**src/rtl/lift_ctrl_n_if.sv**
```systemverilog
// Request/status bundle between the hall-call queue, the lift controller and
// the motor/indicator logic.
interface lift_ctrl_n_if #(
    parameter int FLOOR_W = 3
);
    logic               req_valid;
    logic               req_ready;
    logic [FLOOR_W-1:0] req_floor;
    logic               req_dir;
    logic [FLOOR_W-1:0] cur_floor;
    logic [1:0]         dout;
    logic               busy;
    logic               done;
    logic               err;

    modport master (
        output req_valid, req_floor, req_dir,
        input  req_ready, cur_floor, dout, busy, done, err
    );

    modport slave (
        input  req_valid, req_floor, req_dir,
        output req_ready, cur_floor, dout, busy, done, err
    );
endinterface

```
**src/rtl/lift_ctrl_n.sv**
```systemverilog
// N-floor elevator controller: takes one hall call, drives the car to the
// pickup floor, then carries it one floor in the requested direction.
module lift_ctrl_n #(
    parameter int NUM_FLOORS = 8,
    parameter int FLOOR_W    = 3,
    parameter int TRAVEL_CYC = 4,
    parameter int DOOR_CYC   = 3
) (
    input  logic         clk,
    input  logic         rst_n,
    lift_ctrl_n_if.slave bus
);
    localparam int MAX_CYC = (TRAVEL_CYC > DOOR_CYC) ? TRAVEL_CYC : DOOR_CYC;
    localparam int CNT_W   = $clog2(MAX_CYC + 1);

    localparam logic [CNT_W-1:0]   T_LAST   = CNT_W'(TRAVEL_CYC - 1);
    localparam logic [CNT_W-1:0]   D_LAST   = CNT_W'(DOOR_CYC - 1);
    localparam logic [CNT_W-1:0]   CNT_ONE  = CNT_W'(1);
    localparam logic [FLOOR_W:0]   NF       = (FLOOR_W + 1)'(NUM_FLOORS);
    localparam logic [FLOOR_W-1:0] TOP      = FLOOR_W'(NUM_FLOORS - 1);
    localparam logic [FLOOR_W-1:0] FL_ONE   = FLOOR_W'(1);
    localparam logic [1:0]         DIR_UP   = 2'b00;
    localparam logic [1:0]         DIR_DOWN = 2'b01;
    localparam logic [1:0]         DIR_STAY = 2'b10;

    typedef enum logic [2:0] {
        IDLE,
        MOVE_PICK,
        DOOR_PICK,
        MOVE_DEST,
        DOOR_DEST
    } state_t;

    state_t             state, state_nxt;
    logic [CNT_W-1:0]   tcnt, tcnt_nxt;
    logic [CNT_W-1:0]   dcnt, dcnt_nxt;
    logic [FLOOR_W-1:0] floor_r, floor_nxt, step_floor;
    logic [FLOOR_W-1:0] pick_r, dest_r;
    logic               dir_r;
    logic               done_r, done_nxt;
    logic               err_r, err_nxt;
    logic               accept;
    logic               illegal;

    assign accept = bus.req_valid && (state == IDLE);

    // Any request that would push the car past either end is consumed but dropped.
    assign illegal = ({1'b0, bus.req_floor} >= NF)
                  || (!bus.req_dir && (bus.req_floor == TOP))
                  || ( bus.req_dir && (bus.req_floor == '0));

    assign step_floor = (pick_r > floor_r) ? (floor_r + FL_ONE) : (floor_r - FL_ONE);

    always_comb begin
        state_nxt     = state;
        tcnt_nxt      = tcnt;
        dcnt_nxt      = dcnt;
        floor_nxt     = floor_r;
        done_nxt      = 1'b0;
        err_nxt       = 1'b0;
        bus.dout      = DIR_STAY;
        bus.busy      = 1'b1;
        bus.req_ready = 1'b0;
        case (state)
            IDLE: begin
                bus.busy      = 1'b0;
                bus.req_ready = 1'b1;
                if (accept) begin
                    if (illegal)
                        err_nxt = 1'b1;
                    else if (bus.req_floor == floor_r)
                        state_nxt = DOOR_PICK;
                    else
                        state_nxt = MOVE_PICK;
                end
            end
            MOVE_PICK: begin
                bus.dout = (pick_r > floor_r) ? DIR_UP : DIR_DOWN;
                if (tcnt == T_LAST) begin
                    tcnt_nxt  = '0;
                    floor_nxt = step_floor;
                    if (step_floor == pick_r)
                        state_nxt = DOOR_PICK;
                end else begin
                    tcnt_nxt = tcnt + CNT_ONE;
                end
            end
            DOOR_PICK: begin
                if (dcnt == D_LAST) begin
                    dcnt_nxt  = '0;
                    state_nxt = MOVE_DEST;
                end else begin
                    dcnt_nxt = dcnt + CNT_ONE;
                end
            end
            MOVE_DEST: begin
                bus.dout = dir_r ? DIR_DOWN : DIR_UP;
                if (tcnt == T_LAST) begin
                    tcnt_nxt  = '0;
                    floor_nxt = dest_r;
                    state_nxt = DOOR_DEST;
                end else begin
                    tcnt_nxt = tcnt + CNT_ONE;
                end
            end
            DOOR_DEST: begin
                if (dcnt == D_LAST) begin
                    dcnt_nxt  = '0;
                    done_nxt  = 1'b1;
                    state_nxt = IDLE;
                end else begin
                    dcnt_nxt = dcnt + CNT_ONE;
                end
            end
            default: state_nxt = IDLE;
        endcase
    end

    always_ff @(posedge clk) begin
        if (!rst_n) begin
            state   <= IDLE;
            tcnt    <= '0;
            dcnt    <= '0;
            floor_r <= '0;
            done_r  <= 1'b0;
            err_r   <= 1'b0;
        end else begin
            state   <= state_nxt;
            tcnt    <= tcnt_nxt;
            dcnt    <= dcnt_nxt;
            floor_r <= floor_nxt;
            done_r  <= done_nxt;
            err_r   <= err_nxt;
        end
    end

    // Trip data is only consulted outside IDLE, so it needs no reset.
    always_ff @(posedge clk) begin
        if (accept) begin
            pick_r <= bus.req_floor;
            dir_r  <= bus.req_dir;
            dest_r <= bus.req_dir ? (bus.req_floor - FL_ONE) : (bus.req_floor + FL_ONE);
        end
    end

    assign bus.cur_floor = floor_r;
    assign bus.done      = done_r;
    assign bus.err       = err_r;
endmodule
```
**src/flat_wrapper.sv**
```systemverilog
// flat-port wrapper written by rule: the top's interface ports become plain ports
module lift_ctrl_n_flat 
#(
    parameter int NUM_FLOORS = 8,
    parameter int FLOOR_W    = 3,
    parameter int TRAVEL_CYC = 4,
    parameter int DOOR_CYC   = 3
)
  (clk, rst_n, bus_req_valid, bus_req_floor, bus_req_dir, bus_req_ready, bus_cur_floor, bus_dout, bus_busy, bus_done, bus_err);
  lift_ctrl_n_if #(.FLOOR_W(FLOOR_W)) bus_i ();
  input  logic clk;
  input  logic rst_n;
  input wire logic [$bits(bus_i.req_valid)-1:0] bus_req_valid;
  input wire logic [$bits(bus_i.req_floor)-1:0] bus_req_floor;
  input wire logic [$bits(bus_i.req_dir)-1:0] bus_req_dir;
  output wire logic [$bits(bus_i.req_ready)-1:0] bus_req_ready;
  output wire logic [$bits(bus_i.cur_floor)-1:0] bus_cur_floor;
  output wire logic [$bits(bus_i.dout)-1:0] bus_dout;
  output wire logic [$bits(bus_i.busy)-1:0] bus_busy;
  output wire logic [$bits(bus_i.done)-1:0] bus_done;
  output wire logic [$bits(bus_i.err)-1:0] bus_err;
  assign bus_i.req_valid = bus_req_valid;
  assign bus_i.req_floor = bus_req_floor;
  assign bus_i.req_dir = bus_req_dir;
  assign bus_req_ready = bus_i.req_ready;
  assign bus_cur_floor = bus_i.cur_floor;
  assign bus_dout = bus_i.dout;
  assign bus_busy = bus_i.busy;
  assign bus_done = bus_i.done;
  assign bus_err = bus_i.err;
  lift_ctrl_n #(.NUM_FLOORS(NUM_FLOORS), .FLOOR_W(FLOOR_W), .TRAVEL_CYC(TRAVEL_CYC), .DOOR_CYC(DOOR_CYC)) u_core (.clk(clk), .rst_n(rst_n), .bus(bus_i));
endmodule
```
**config.mk**
```make
export PLATFORM = sky130hd
export DESIGN_NAME = lift_ctrl_n_flat
export DESIGN_NICKNAME = d
export VERILOG_FILES = /design/src/rtl/lift_ctrl_n_if.sv /design/src/rtl/lift_ctrl_n.sv /design/src/flat_wrapper.sv
export SDC_FILE = /design/constraint.sdc
export NUM_CORES = 1
export LEC_CHECK = 0
export CAP_MARGIN = 20
export CORE_MARGIN = 1
export CORE_UTILIZATION = 25
export DETAILED_ROUTE_END_ITERATION = 6
export PLACE_DENSITY = 0.5
export SYNTH_ARGS = -nofsm -noshare
export SYNTH_HDL_FRONTEND = slang
export SYNTH_SLANG_ARGS = --single-unit
```
**constraint.sdc**
```tcl
create_clock -name clk -period 2.46 [get_ports clk]
set_input_delay 0.246 -clock clk [delete_from_list [all_inputs] [get_ports clk]]
set_output_delay 0.246 -clock clk [all_outputs]
set_load 0.005 [all_outputs]
```
==> impl_metrics.toml, run 1 <==
[synth]
synthXorXnorAreaFrac_pct = 9.241
syn_avg_cell_area_um2 = 9.400
syn_inst = 121
netlist_area_mm2 = 0.001137
seq_area_frac_synth_pct = 43.12
synthAdderAreaFrac_pct = 7.921
syn-num-nets = 134
ys_ff_latch = 21
synth_top_family_by_area = "simple AND/OR/NAND/NOR gates"
muxShareOfSynthArea_pct = 0.8801
synth-compound-area-share_pct = 15.07
yosys.area_share.simple_pct = 18.15
ys_warn_count = 0
yosysUniqueCellTypes = 37

[detailed_routing]
drt-pass1-iter-count = 4
drt-total-wl_mm = 2.584
wl_per_cell_um = 12.98
drtIter0Drc = 24
via_per_inst = 4.623
via_count = 920
final_antenna_net_count = 0
drc = 0

[sta]
fmax_ghz = 0.4249
worst_pin_slew_ps = 405.6
timing.hold.ws_ps = 430.8
setup_viol = 0
relSlewSlack_pct = 72.92
min_period_ps = 2353
setup_ws_ps = 106.5
fin_crit_sh_pct = 95.67
fin_skew_ps = 4.220
slew_viol_final = 0
final_hold_viol_count = 0
rsz0062_at_grt = "false"

[critical_path]
critPathMaxFanout = 2
cp-end-kind = "flip-flop"
cp_data_arrival_time_ps = 2510
worstSetupPathType = "flip-flop to flip-flop"
cp.required_ps = 2620
critPathLaunchType = "flip-flop"

[layout]
drive_above_1_share_pct = 17.69
syn_to_final_growth_pct = 32.01
fin_nets = 161
antenna_cells = 0
multi_input_area_um2 = 635.6
final_area_mm2 = 0.001501
n_fill_cell = 425
mostFrequentLayoutCells = "clkdlybuf4s50_1 (14), dfxtp_1 (14), nor2_1 (13), inv_1 (11)"
final-seq-area_um2 = 490.5

[floorplanning]
die_height_um = 69.45
die_w_um = 69.45
ios = 16
core_mm2 = 0.004354
dieArea_mm2 = 0.004823
num_rows = 24
initial_utilization_pct = 26.12

[place]
place_area_mm2 = 0.001378
preCtsSetupSlack_ps = -34.17
dp_hpwl_mm = 1.844
place.gp.congestion = 0.7830
io_buffers = 15

[global_route]
grt_pass1_vias = 923
grt_remaining_overflow = 0
grt_max_degree = 13
grt_antenna_before_repair = 0
grtUsageTotal_pct = 11.00
grt_pass1_wl_mm = 4.188

[power_and_ir_drop]
p_leak_nw = 0.5791
p_total_mw = 1.256
power.density_mw_per_mm2 = 836.5
vdd_ir_drop_max_mv = 0.3599

[clock_tree]
clkTransAtPathRegs_ps = 80
htreeDepth = 1
cts.path.max_buffers = 2
clock_latency_ps = 260
numClockSinks = 21
cts_buffers = 3
postCtsHoldBufs = 0
clockRootBuffer = "clkbuf_8"
cts_tree = "yes"

[run]
max_cap_viol_count = 0

[hold_path]
worstHoldPathType = "flip-flop to flip-flop"

[status]
status = "finished, final reports clean"
## repair_timing
| action | in CTS | in global routing |
|---|---|---|
| buffers inserted | 6 | 0 |
| endpoints found under the setup margin | 2 | 3 |
| pin swaps | 10 | 7 |
| resized for setup | 5 | 4 |
## report_power, final
group          total [mW]  switching [mW]  internal, mW
clock network       0.231           0.116         0.116
registers           0.502          0.0709         0.431
logic               0.523           0.260         0.263
total                1.26           0.446         0.810
## through the flow
step	util, %	instances	TNS, ps
final	34.48	199	0
after global routing	34.48	199	0
after CTS	34.22	200	-27.61
after detailed placement	31.64	190	-34.17
after global placement	31.64	190	0
after floorplan	-	121	0
## state kept, by name, indices dropped and copies added, names as in the netlist
| register | cells |
|---|---|
| u_core.pick_r | 3 |
| u_core.tcnt | 3 |
| u_core.bus.done | 1 |
| u_core.bus.err | 1 |
| u_core.dir_r | 1 |
| u_core.dcnt | 3 |
| u_core.bus.cur_floor | 3 |
| u_core.state | 3 |
| u_core.dest_r | 3 |
## path summary, 6_finish.rpt
check,startpoint,endpoint,slack [ps],depth (start not counted)
setup / recovery,u_core.pick_r[1]$_DFFE_PP_,u_core.state[0]$_SDFFE_PN0P_,110,9
hold / removal,u_core.tcnt[2]$_SDFFE_PN0N_,u_core.tcnt[2]$_SDFFE_PN0N_,430,2
setup reg to reg,u_core.pick_r[1]$_DFFE_PP_,u_core.state[0]$_SDFFE_PN0P_,110,9
hold reg to reg,u_core.tcnt[2]$_SDFFE_PN0N_,u_core.tcnt[2]$_SDFFE_PN0N_,430,2
## area by class of cell
cell class,instances,area share (%)
Sequential cell,21,32.67
Tap cell,52,4.333
Clock buffer,4,3.000
Multi-Input combinational cell,85,42.33
Timing Repair Buffer,24,14.42
Inverter,13,3.250
## cells by family after synthesis
| logic type | after synthesis |
|---|---|
| AO/OA/AOI/OAI | 26 |
| XOR/XNOR | 12 |
| adder cells (fa/ha/maj) | 6 |
| buffers and inverters | 15 |
| flip-flops | 21 |
| multiplexers | 1 |
| AND/OR/NAND/NOR | 40 |
## per-layer routing
metal	track usage [%]	part of all wire, %
met1	13.57	47
met4	7.029	2.4
met5	0	0
met2	18.02	49
met3	1.453	2.1
## worst max-delay path, stage by stage, from the launching register on
cell and delay [ps]:
edfxtp_1 440, ha_4 300, nor2b_4 130, o21ai_2 60
a32oi_2 240, fa_2 520, xnor2_1 160, nor2_1 140
a21oi_2 80, a41o_1 180
## synthesized netlist by cell type (all sizes together)
library cell / n / area share (%)
dfxtp: 14 / 25
nor2: 14 / 4.8
inv: 12 / 4.0
xnor2: 10 / 7.7
a21oi: 9 / 4.0
nand2: 9 / 3.0
edfxtp: 7 / 18
o21ai: 6 / 2.6
ha: 4 / 4.4
a211oi: 3 / 2.0
nand2b: 3 / 1.7
nand3: 3 / 1.3
a32oi: 2 / 2.2
and2: 2 / 1.1
fa: 2 / 3.5
xor2: 2 / 1.5
a2111oi: 1 / 0.77
a311oi: 1 / 0.77
a31oi: 1 / 0.55
a41o: 1 / 0.88
and2b: 1 / 0.77
and4: 1 / 0.77
buf: 1 / 0.66
clkbuf: 1 / 0.66
clkinv: 1 / 0.33
mux2i: 1 / 0.88
nand4b: 1 / 0.77
nor2b: 1 / 0.55
nor3: 1 / 0.44
nor3b: 1 / 0.66
o211ai: 1 / 0.66
o31ai: 1 / 0.66
or2: 1 / 0.55
or3: 1 / 0.55
or4b: 1 / 1.2
Note: power is estimated with default switching activity, not from simulation.
==> run 2: changes to the inputs <==
--- a/config.mk
+++ b/config.mk
@@ -9,7 +9,7 @@
 export CORE_MARGIN = 1
 export CORE_UTILIZATION = 25
 export DETAILED_ROUTE_END_ITERATION = 6
-export PLACE_DENSITY = 0.5
+export PLACE_DENSITY = 0.49
 export SYNTH_ARGS = -nofsm -noshare
 export SYNTH_HDL_FRONTEND = slang
 export SYNTH_SLANG_ARGS = --single-unit
==> constraint.sdc (replaced) <==
create_clock -name clk -period 2.4 [get_ports clk]
set_input_delay 0.24 -clock clk [delete_from_list [all_inputs] [get_ports clk]]
set_output_delay 0.24 -clock clk [all_outputs]
set_load 0.005 [all_outputs]
==> run 2 against run 1 <==
Compared with the run above: sequential cell count unchanged; global-route usage about the same; via count grew 0.65%; critical path depth unchanged; worst hold slack gained 3.1 ps; non-clock buffer count is the same; critical path type unchanged; critical endpoint unchanged; largest cell class unchanged; largest power group unchanged.
==> impl_metrics.toml, run 2 (same netlist as run 1, synthesis figures left out) <==
[power_and_ir_drop]
p_total_mw = 1.269
power.density_mw_per_mm2 = 852.3
vdd_ir_drop_max_mv = 0.3263
p_leak_nw = 0.5662

[sta]
setup_ws_ps = 102.4
fin_crit_sh_pct = 95.73
relSlewSlack_pct = 72.91
fin_skew_ps = 2.050
final_hold_viol_count = 0
timing.hold.ws_ps = 433.9
min_period_ps = 2298
slew_viol_final = 0
worst_pin_slew_ps = 396.1
rsz0062_at_grt = "true"
fmax_ghz = 0.4352
setup_viol = 0
fin_setup_tns_ps = 0

[layout]
multi_input_area_um2 = 620.6
antenna_cells = 0
fin_nets = 161
mostFrequentLayoutCells = "clkdlybuf4s50_1 (14), nor2_1 (13), dfxtp_1 (13), inv_1 (11)"
final-seq-area_um2 = 491.7
layout_commonest_cell = "clkdlybuf4s50_1"
drive_above_1_share_pct = 17.01
n_fill_cell = 440
syn_to_final_growth_pct = 30.91
final_cells = 199

[critical_path]
critPathTopFamily = "adder cells"
cp_data_arrival_time_ps = 2460
cp.required_ps = 2560
path_cells = "ha_4, nor2b_4, o21ai_2, a32oi_2, fa_2, xnor2_1, nor2_1, a21oi_2, a41o_1"
cp-end-kind = "flip-flop"
critPathLaunchType = "flip-flop"
worstSetupPathType = "flip-flop to flip-flop"
critPathBufInv = 0
critPathMaxFanout = 2
max_stage_delay_ps = 500
slowest_stage = "fa_2"

[detailed_routing]
via_count = 926
drtIter0Drc = 13
drt-total-wl_mm = 2.476
drc = 0
wl_per_cell_um = 12.44
via_per_inst = 4.653
drt-pass1-iter-count = 4
final_antenna_net_count = 0

[floorplanning]
dieArea_mm2 = 0.004823
core_mm2 = 0.004354
ios = 16
die_w_um = 69.45
num_rows = 24
die_height_um = 69.45
initial_utilization_pct = 26.12

[place]
dp_hpwl_mm = 1.890
preCtsSetupSlack_ps = -61.91
dp.cells = 192
io_buffers = 15
place.gp.congestion = 0.7422

[clock_tree]
numClockSinks = 21
cts.path.max_buffers = 2
clock_latency_ps = 260
clkTransAtPathRegs_ps = 80
clockRootBuffer = "clkbuf_8"
htreeDepth = 1
cts_buffers = 3
cts_tree = "yes"

[global_route]
grt_max_degree = 13
grtUsageTotal_pct = 11.03
grt_pass1_vias = 905
grt_antenna_before_repair = 0
grt_pass1_wl_mm = 4.229
grt_remaining_overflow = 0

[hold_path]
worstHoldPathType = "flip-flop to flip-flop"

[status]
status = "finished, final reports clean"

[run]
max_cap_viol_count = 0
==> run 2: stage by stage <==
step / area, um^2 / util, %
floorplan: 1149 / -
global placement: 1394 / 32.01
detailed placement: 1394 / 32.01
CTS: 1460 / 33.53
global route: 1489 / 34.20
finish: 1489 / 34.20
==> run 2: final timing paths <==
check | depth (start not counted) | endpoint | slack [ps] | from
worst max-delay path | 9 | u_core.state[0]$_SDFFE_PN0P_ | 100 | u_core.pick_r[1]$_DFFE_PP_
worst min-delay path | 2 | u_core.tcnt[2]$_SDFFE_PN0N_ | 430 | u_core.tcnt[2]$_SDFFE_PN0N_
worst max register to register | 9 | u_core.state[0]$_SDFFE_PN0P_ | 100 | u_core.pick_r[1]$_DFFE_PP_
worst min register to register | 2 | u_core.tcnt[2]$_SDFFE_PN0N_ | 430 | u_core.tcnt[2]$_SDFFE_PN0N_
==> run 2: worst min-delay path, stage by stage, from the launching register on <==
cell     delay [ps]
dfxtp_1         320
nand2_1          50
a21oi_1          30
==> run 2: what timing repair did <==
item / in CTS / in global routing
pin swaps: 10 / 5
gates cloned: 0 / 0
hold buffers: 0 / 0
gates resized for setup: 5 / 3
buffers inserted: 1 / 2
endpoints found under the setup margin: 3 / 3
==> run 2: report_power, final <==
| group | internal [mW] | switching, mW | total (mW) |
|---|---|---|---|
| clock | 0.118 | 0.116 | 0.235 |
| sequential | 0.442 | 0.0700 | 0.512 |
| combinational | 0.262 | 0.261 | 0.522 |
| total | 0.822 | 0.447 | 1.27 |
==> run 2: area by class of cell <==
| type | instances | share of cell area (%) |
|---|---|---|
| clock buffer | 4 | 3.025 |
| inverter | 13 | 3.277 |
| multi-input combinational | 85 | 41.68 |
| sequential | 21 | 33.03 |
| tap | 52 | 4.370 |
| timing repair buffer | 24 | 14.62 |
==> run 2: metal layers <==
layer,vias up,track usage [%],routed length [um]
met5,-,0,0
met1,442,13.74,1206
met3,4,1.453,50
met2,12,18.45,1171
met4,0,5.896,48
li1,468,-,-
==> run 3: changes to the inputs <==
--- a/config.mk
+++ b/config.mk
@@ -10,6 +10,7 @@
 export CORE_UTILIZATION = 25
 export DETAILED_ROUTE_END_ITERATION = 6
 export PLACE_DENSITY = 0.49
+export SLEW_MARGIN = 20
 export SYNTH_ARGS = -nofsm -noshare
 export SYNTH_HDL_FRONTEND = slang
 export SYNTH_SLANG_ARGS = --single-unit
==> results of run 3 <==
Final layout, timing and power as in run 2 (identical DEF).
